<file path="config.mk">
export PLATFORM = sky130hd
export DESIGN_NAME = pipe_stage_buf
export DESIGN_NICKNAME = d
export VERILOG_FILES = /design/src/rtl/pipe_pkg.sv /design/src/rtl/pipe_entry_reg.sv /design/src/rtl/pipe_stage_buf.sv
export SDC_FILE = /design/constraint.sdc
export NUM_CORES = 1
export LEC_CHECK = 0
export ABC_AREA = 0
export BUFFER_PORTS_ARGS = -buffer_cell sky130_fd_sc_hd__buf_4
export CAP_MARGIN = 10
export CORE_MARGIN = 2
export CORE_UTILIZATION = 55
export DETAILED_ROUTE_END_ITERATION = 8
export PLACE_DENSITY = 0.87
export SLEW_MARGIN = 20
export SYNTH_ARGS = -nofsm -noshare
export SYNTH_HDL_FRONTEND = slang
export SYNTH_SLANG_ARGS = --single-unit
export TNS_END_PERCENT = 20
</file>
<file path="constraint.sdc">
create_clock -name clk -period 2.95 [get_ports clk]
set_clock_uncertainty 0.15 [all_clocks]
set_input_delay 0 -clock clk [delete_from_list [all_inputs] [get_ports clk]]
set_output_delay 0 -clock clk [all_outputs]
set_load 0.01 [all_outputs]
</file>
<file path="src/rtl/pipe_pkg.sv">
// Shared constants for the MIPS inter-stage pipeline buffers: default field
// widths, bubble encodings and occupancy codes.
package pipe_pkg;

    localparam int INSTR_W_DEF = 32;
    localparam int CTRL_W_DEF  = 15;
    localparam int DATA_W_DEF  = 32;

    localparam logic [INSTR_W_DEF-1:0] NOP_INSTR   = '0;
    localparam logic [CTRL_W_DEF-1:0]  CTRL_BUBBLE = '0;

    // The buffer state is the occupancy itself, so the code drives the port directly.
    typedef enum logic [1:0] {
        OCC_EMPTY = 2'd0,
        OCC_ONE   = 2'd1,
        OCC_FULL  = 2'd2
    } occ_e;

endpackage

</file>
<file path="src/rtl/pipe_entry_reg.sv">
// Single payload+valid register with load and clear; clear wins over load and
// always returns the payload to zero so an empty entry reads as a bubble.
module pipe_entry_reg #(
    parameter int W = 32
) (
    input  logic         clk,
    input  logic         rst_n,
    input  logic         load,
    input  logic         clear,
    input  logic [W-1:0] d,
    output logic         valid,
    output logic [W-1:0] q
);

    logic         valid_d;
    logic [W-1:0] q_d;

    always_comb begin
        valid_d = valid;
        q_d     = q;
        if (clear) begin
            valid_d = 1'b0;
            q_d     = '0;
        end else if (load) begin
            valid_d = 1'b1;
            q_d     = d;
        end
    end

    // NOTE: non-blocking assignments in sequential blocks avoid read/write races between flops.
    always_ff @(posedge clk) begin
        if (!rst_n) begin
            valid <= 1'b0;
            q     <= '0;
        end else begin
            valid <= valid_d;
            q     <= q_d;
        end
    end

endmodule

</file>
<file path="src/rtl/pipe_stage_buf.sv">
// Valid/ready pipeline stage buffer with a 2-entry skid (head + skid) and flush.
// Optional `PIPE_STAGE_STALL_CNT_EN adds a saturating downstream-stall counter.
module pipe_stage_buf
    import pipe_pkg::*;
#(
    parameter int INSTR_W = INSTR_W_DEF,
    parameter int CTRL_W  = CTRL_W_DEF,
    parameter int DATA_W  = DATA_W_DEF,
    parameter int LANES   = 3
) (
    input  logic                    clk,
    input  logic                    rst_n,
    input  logic                    flush,
    input  logic                    in_valid,
    output logic                    in_ready,
    input  logic [INSTR_W-1:0]      in_instr,
    input  logic [CTRL_W-1:0]       in_ctrl,
    input  logic [LANES*DATA_W-1:0] in_data,
    output logic                    out_valid,
    input  logic                    out_ready,
    output logic [INSTR_W-1:0]      out_instr,
    output logic [CTRL_W-1:0]       out_ctrl,
    output logic [LANES*DATA_W-1:0] out_data,
    output logic [1:0]              occupancy
`ifdef PIPE_STAGE_STALL_CNT_EN
    ,
    output logic [15:0]             stall_cnt
`endif
);

    localparam int PAY_W = INSTR_W + CTRL_W + LANES * DATA_W;

    logic             head_valid, skid_valid;
    logic [PAY_W-1:0] head_q, skid_q, in_pay, head_d;
    logic             head_load, head_clear, skid_load, skid_clear, head_from_skid;
    logic             accept, pop;
    logic             in_ready_q, in_ready_d;
    occ_e             state, state_d;

    assign in_pay = {in_instr, in_ctrl, in_data};
    assign accept = in_valid && in_ready_q;
    assign pop    = head_valid && out_ready;
    assign head_d = head_from_skid ? skid_q : in_pay;

    // NOTE: every always_comb output gets a default first, so no path can infer a latch.
    always_comb begin
        head_load      = 1'b0;
        head_clear     = 1'b0;
        skid_load      = 1'b0;
        skid_clear     = 1'b0;
        head_from_skid = 1'b0;
        state          = skid_valid ? OCC_FULL : (head_valid ? OCC_ONE : OCC_EMPTY);
        state_d        = state;

        if (flush) begin
            head_clear = 1'b1;
            skid_clear = 1'b1;
            state_d    = OCC_EMPTY;
        end else begin
            unique case (state)
                OCC_EMPTY: begin
                    if (accept) begin
                        head_load = 1'b1;
                        state_d   = OCC_ONE;
                    end
                end
                OCC_ONE: begin
                    if (accept && pop) begin
                        head_load = 1'b1;
                    end else if (accept) begin
                        skid_load = 1'b1;
                        state_d   = OCC_FULL;
                    end else if (pop) begin
                        head_clear = 1'b1;
                        state_d    = OCC_EMPTY;
                    end
                end
                OCC_FULL: begin
                    if (pop) begin
                        head_load      = 1'b1;
                        head_from_skid = 1'b1;
                        skid_clear     = 1'b1;
                        state_d        = OCC_ONE;
                    end
                end
                default: begin
                    head_clear = 1'b1;
                    skid_clear = 1'b1;
                    state_d    = OCC_EMPTY;
                end
            endcase
        end
        in_ready_d = (state_d != OCC_FULL);
    end

    pipe_entry_reg #(.W(PAY_W)) u_head (
        .clk   (clk),
        .rst_n (rst_n),
        .load  (head_load),
        .clear (head_clear),
        .d     (head_d),
        .valid (head_valid),
        .q     (head_q)
    );

    pipe_entry_reg #(.W(PAY_W)) u_skid (
        .clk   (clk),
        .rst_n (rst_n),
        .load  (skid_load),
        .clear (skid_clear),
        .d     (in_pay),
        .valid (skid_valid),
        .q     (skid_q)
    );

    // Registered so upstream stall logic never sees a path from out_ready.
    always_ff @(posedge clk) begin
        if (!rst_n) begin
            in_ready_q <= 1'b1;
        end else begin
            in_ready_q <= in_ready_d;
        end
    end

    assign in_ready  = in_ready_q;
    assign out_valid = head_valid;
    assign occupancy = state;
    assign out_instr = head_valid ? head_q[PAY_W-1 -: INSTR_W] : INSTR_W'(NOP_INSTR);
    assign out_ctrl  = head_valid ? head_q[LANES*DATA_W +: CTRL_W] : CTRL_W'(CTRL_BUBBLE);
    assign out_data  = head_valid ? head_q[LANES*DATA_W-1:0] : '0;

`ifdef PIPE_STAGE_STALL_CNT_EN
    logic [15:0] stall_cnt_q, stall_cnt_d;

    always_comb begin
        stall_cnt_d = stall_cnt_q;
        if (head_valid && !out_ready && (stall_cnt_q != 16'hFFFF)) begin
            stall_cnt_d = stall_cnt_q + 16'd1;
        end
    end

    // Flush deliberately leaves the counter alone; only reset clears it.
    always_ff @(posedge clk) begin
        if (!rst_n) begin
            stall_cnt_q <= '0;
        end else begin
            stall_cnt_q <= stall_cnt_d;
        end
    end

    assign stall_cnt = stall_cnt_q;
`endif

endmodule

</file>
* Yosys cells after proc, flatten, opt, wreduce, memory -nomap -nowiden
Cells that the tools add are included.
** Storage, ports and cells
- Register bits :: 289
- Input bits :: 148
- Output and inout bits :: 147
- Word-level logic and storage cells :: 46
** Operators by class
- Equality and inequality tests :: 3
- Multiplexer cells :: 29
- Bitwise logic cells :: 1
- Reductions and logical operators :: 8
** Operator list (count)
- $mux 143 :: 1
- $mux 96 :: 1
- $mux 32 :: 1
- $mux 15 :: 1
- $mux 1 :: 14
- $mux 2 :: 7
- $reduce_or 2->1 :: 4
- $pmux 2 s3 :: 1
- $pmux 1 s2 :: 2
- $logic_and 1x1->1 :: 3
- $pmux 1 s3 :: 1
- $eq 2x1->1 const B :: 1
- $eq 2x2->1 const B :: 1
- $logic_not 2->1 :: 1
- $ne 2x2->1 const B :: 1
- $not 1->1 :: 1

* Depth between registers and ports, before layout
- Depth in word-level cells :: 8
- Depth in mapped cells :: 8
- Depth with buffers taken out :: 4

* Cells and area by module
Synthesis repeated with hierarchy kept, for this count alone.
** Second synthesis, totals
- Cell total of the unflattened synthesis :: 1263
- Area, all modules :: 13250.2 um2
** By module, submodules not included
- pipe_entry_reg :: instances 2, cells an instance 465, area an instance 5087.4 um2, sequential area each 2882.8 um2
- pipe_stage_buf :: instances 1, cells an instance 333, area an instance 3075.4 um2, sequential area each 20.0 um2

* Worst setup path before layout
Ideal clock, no wire load.
- Path type :: reg-to-reg
- Start :: register in_ready_q (netlist: in_ready)
- End :: register u_head.q[100]
- Setup time :: 0.138 ns
- Arrival time :: 1.590 ns
- Setup slack :: 1.072 ns
- Cell stages (with the launch flop) :: 9
- Path buffers :: 4
- Period minus slack after synthesis :: 1.878 ns
- Cells stage by stage :: dfxtp_1 > a21o_1 > buf_2 > a21boi_1 > nor2b_1 > buf_2 > buf_6 > buf_6 > a2111oi_4
** Between the ends
- Cells in the longest elaborated chain, start to end :: 6
- Elaborated cells between the ends (all ways) :: 11
** RTL lines
- start: declaration :: line pipe_stage_buf.sv:37 : logic in_ready_q, in_ready_d;
- start signal: assignment :: line pipe_stage_buf.sv:121 : in_ready_q <= in_ready_d;
- $logic_and 1x1->1 (*) :: line pipe_stage_buf.sv:41 : assign accept = in_valid && in_ready_q;
- $mux 1 or $logic_and 1x1->1 (tied branches) :: line pipe_stage_buf.sv:70, pipe_stage_buf.sv:68
- $mux 1 :: line pipe_stage_buf.sv:68 : if (accept && pop) begin
- $pmux 1 s2 :: line pipe_stage_buf.sv:60 : unique case (state)
- $mux 1 :: line pipe_stage_buf.sv:55 : if (flush) begin
- $reduce_or 2->1 (no line)
- end signal: assignment :: line pipe_entry_reg.sv:37 : q <= q_d;
- end: declaration :: line pipe_entry_reg.sv:12 : output logic [W-1:0] q
Every way passes the cells marked *; elsewhere a longest branch is shown, timed or not.
A chain may end at the register's enable or synchronous reset.

* Final worst setup path
- Start :: register u_head.valid
- End :: register u_head.q[104]
** Between the ends
- Cells in the longest elaborated chain, start to end :: 7
- Elaborated cells between the ends (all ways) :: 20
** RTL lines
- start: declaration :: line pipe_entry_reg.sv:11 : output logic valid,
- start signal: assignment :: line pipe_entry_reg.sv:36 : valid <= valid_d;
- $mux 1 or $logic_and 1x1->1 (tied branches) :: line pipe_stage_buf.sv:52, pipe_stage_buf.sv:42
- $mux 2 or $mux 1 (tied branches) :: line pipe_stage_buf.sv:52, pipe_stage_buf.sv:73, pipe_stage_buf.sv:79
- $eq 2x2->1, or another cell as far along :: line pipe_stage_buf.sv:60
- $reduce_or 2->1 (no line) or $mux 1 (tied branches)
- $pmux 1 s2 :: line pipe_stage_buf.sv:60
- $mux 1 :: line pipe_stage_buf.sv:55
- $reduce_or 2->1 (no line)
Several ways; a longest one is shown, not always the timed one.

==> summary.md <==
| Metric | Value |
|---|---|
| Outcome | finished clean |
| Maximum vdd ir drop | 0.482 mV |
| I/O pins | 295 |
| Synthesized instance count | 1610 |
| MaxCap Viol Count | 0 |
| Placed Cells | 2098 |
| Post-synthesis adder-cell area fraction | 0% |
| Max Fclk | 399 MHz |
| Detailed Route WL | 44.6 mm |
| Final setup fails | 0 |
| Drt pass-1 iters | 5 |
| DRC viols | 0 |
| Depth of the worst hold-timing path | 4 |
| Slowest stage delay, CP | 0.57 ns |
| Bufs and invs on worst path | 2 |
| Detail Placement HPWL | 23.9 mm |
| Delay-heaviest family, CP | buffers and inverters |
| Slowest cell on the critical path | dlygate4sd3_1 |
| Area of the multi-input gates | 7610 um^2 |
| EDFF count, synth | 0 |
| Critical-path cell list | and2_1, nand3b_1, buf_12, mux2i_1, a21oi_1, dlygate4sd3_1 |
| Final hold violations | 0 |
| Number of global-route vias before repair | 13765 |
| Starting Density | 56.0% |
| Final period util | 84.9% |
| GP Congestion | 0.791 |
| Row count | 58 |
| H-tree levels | 1 |
| Main combinational cell family by area after synthesis | compound AO/OA/AOI/OAI gates |
| CP Capture Type | register |
| Post-CTS Setup Inserts | 0 |
| Syn Nets | 1758 |
| Post-synth ARST share | 0% |
| Die Area | 26900 um^2 |
| Filler cell count | 1611 |
| Length in cells of the worst reg-to-reg path | 6 |
| WL/cell | 19.3 um |
| Largest net degree at the start of global routing | 143 |
| Fraction of the mapped netlist area in compound gates | 25.2% |
| Hold Startpoint | in_data[83] |
| Worst skew pair latency | 0.55 ns |
| Max Root-Sink Buffers | 3 |
| Worst slew pin tran | 0.931 ns |
| Vias | 13943 |
| Clock tree root buffer cell | clkbuf_16 |
| CORE AREA | 25200 um^2 |
| Worst Path Max Fanout | 72 |
| Clock buffer count from CTS | 30 |
| Die H | 164 um |
| Clock tree sinks | 289 |
| Sequential area share after synthesis | 41.0% |
| Startpoint types | register |
| Worst hold path class | input pin to register |
| CP Class | register to register |
| Initial antenna violation count | 5 |
| ANT nets after route | 0 |
| Post-synth top flop | dfxtp_1 |
| GRT overflow | 0 |
| FF/Latch Area | 5790 um^2 |
| Pwr dens | 479 nW/um^2 |
| Slew Viols, Final | 0 |
| DR vias/cell | 6.04 |
| Nets | 2097 |
| Xor/xnor cell area share of the yosys netlist | 0% |
| Clk pin slew, worst setup/hold paths | 0.06 ns |
| 1st-iter DRT viols | 1393 |
| Flop-to-flop setup slack | 0.45 ns |
| IO Port Bufs | 294 |
| Syn avg cell area | 8.76 um^2 |
| P&R area growth vs syn | 34.3% |
| Post-synth top area cell | dfxtp_1 |
| Non-Filler Instances | 2308 |
| Die span in x | 164 um |
| Synthesized area | 14100 um^2 |
| Mux contribution to synthesized area | 10.2% |
| Simple logic cell fraction of the synthesized area | 18.2% |
| Worst path arrival time | 2.79 ns |
| CTS tree | yes |
| First-pass GRT wire length | 70.3 mm |
| Synthesis Warnings | 0 |
| GRT Overall Usage | 31.9% |
| Layout cells sized above 1 | 24.4% |
| Main area contributors after synthesis | dfxtp_1 41%, a2111oi_2 11%, a21oi_1 10% |
| Synth unique cells | 31 |
| Yosys reg bits | 289 |
| Slew margin rel. | 37.9% |
| FF-to-FF End | u_head.q[104] |
| Worst EP required | 3.23 ns |
| Leak Pwr | 8.01 nW |
| Final TNS setup | 0 ns |
| Top cell type's share of synthesized area | 41.0% |
| Hold path endpoint | u_skid.q[83] |
| RSZ-0062 raised after global routing | no |
| Crit path time final | 2.50 ns |
| FF-to-FF Start | u_head.valid |
==> cells in the mapped netlist (6+ instances only) <==
cell type / n
a2111oi_0: 7
a2111oi_4: 9
buf_1: 6
and2_1: 144
a21oi_1: 286
clkbuf_1: 93
nand2_1: 288
dfxtp_1: 289
nor2_1: 143
buf_4: 7
mux2i_1: 143
buf_2: 41
a2111oi_2: 100
a2111oi_1: 26
buf_6: 9
==> cell usage in the layout (no fill, tap or decap), types with 2 or more instances in the layout <==
cell	netlist	layout
buf_4	7	300
a21o_4	0	2
nor2_1	143	143
clkinv_2	0	5
clkbuf_8	0	8
dlygate4sd3_1	0	149
nand2_1	288	287
clkbuf_16	0	32
buf_12	0	16
a21oi_1	286	286
diode_2	0	5
a2111oi_4	9	9
dfxtp_1	289	288
clkbuf_1	93	7
a2111oi_2	100	100
a31oi_1	2	2
and2_1	144	144
mux2i_1	143	143
a2111oi_1	26	26
a2111oi_0	7	7
bufinv_16	0	2
==> area by class of cell <==
type / count / share of cell area [%]
diodes: 5 / 0.0661
clock inverters: 9 / 0.535
inverters: 1 / 0.0198
flip-flops and latches: 289 / 30.6
repair buffers: 465 / 21.5
clock buffers: 47 / 4.95
multi-input cells: 1162 / 40.2
well taps: 330 / 2.18
==> layer usage <==
metal  GRT usage (%)  vias up  share of wire (%)  wire length [um]
met4            14.0        0                3.8              1680
met5               0        -                  0                 0
met2            53.9      792                 49             21900
li1                -     6332                  -                 -
met1            39.4     6657                 38             16900
met3            6.59      162                9.1              4050
==> worst max-delay path by stage <==
stage / startpoint / to / slack, ns / cells past startpoint
after global placement: u_skid.valid / u_head.q[105] / 0.87 / 5
after detailed placement: u_skid.valid / u_head.q[140] / 0.72 / 5
final: u_head.valid / u_head.q[104] / 0.45 / 6
after CTS: u_head.valid / u_head.q[104] / 0.48 / 6
after global routing: u_skid.valid / u_head.q[104] / 0.33 / 6
after floorplan: in_ready / u_head.q[100] / 1.07 / 8
==> state kept, by name, summed over array words and instances (netlist names) <==
name and count:
in_ready 1, u_head.q 143, u_head.valid 1, u_skid.q 143
u_skid.valid 1
==> worst min-delay path, delay by kind of cell <==
kind                   cells  cell delay, ns
AOI/OAI and AO/OA          1            0.10
buffers and inverters      2            0.62
and+or+nand+nor            1            0.04
==> stage by stage <==
stage                     util (%)  hold WS (ns)  worst slack [ns]  power [W]  cell area, um^2
after floorplan                  -       -0.0140              1.07    0.00467            14100
after global placement        65.1         0.105             0.867    0.00499            16400
after detailed placement      65.1         0.115             0.725    0.00502            16400
after CTS                     75.1        0.0841             0.483    0.00906            18900
after global routing          75.2         0.117             0.332    0.00935            18900
final                         75.2        0.0982             0.445    0.00906            18900
==> report_power, final <==
part / internal, W / leakage, nW / total, W / switching (W)
Combinational: 0.000487 / 5.16 / 0.00111 / 0.000626
Sequential: 0.00397 / 2.34 / 0.00403 / 0.0000537
Clock: 0.00235 / 0.513 / 0.00392 / 0.00157
Total: 0.00681 / 8.01 / 0.00906 / 0.00225
==> cell families after synthesis <==
logic type      after synthesis
compound gates              436
buf+inv                     159
flops                       289
mux                         143
simple gates                583
==> repair_timing <==
item / CTS / global route
hold endpoints to repair: 289 / 0
resized for setup: 0 / 0
hold buffers: 149 / 0
Power figures use the tool's default switching activity.
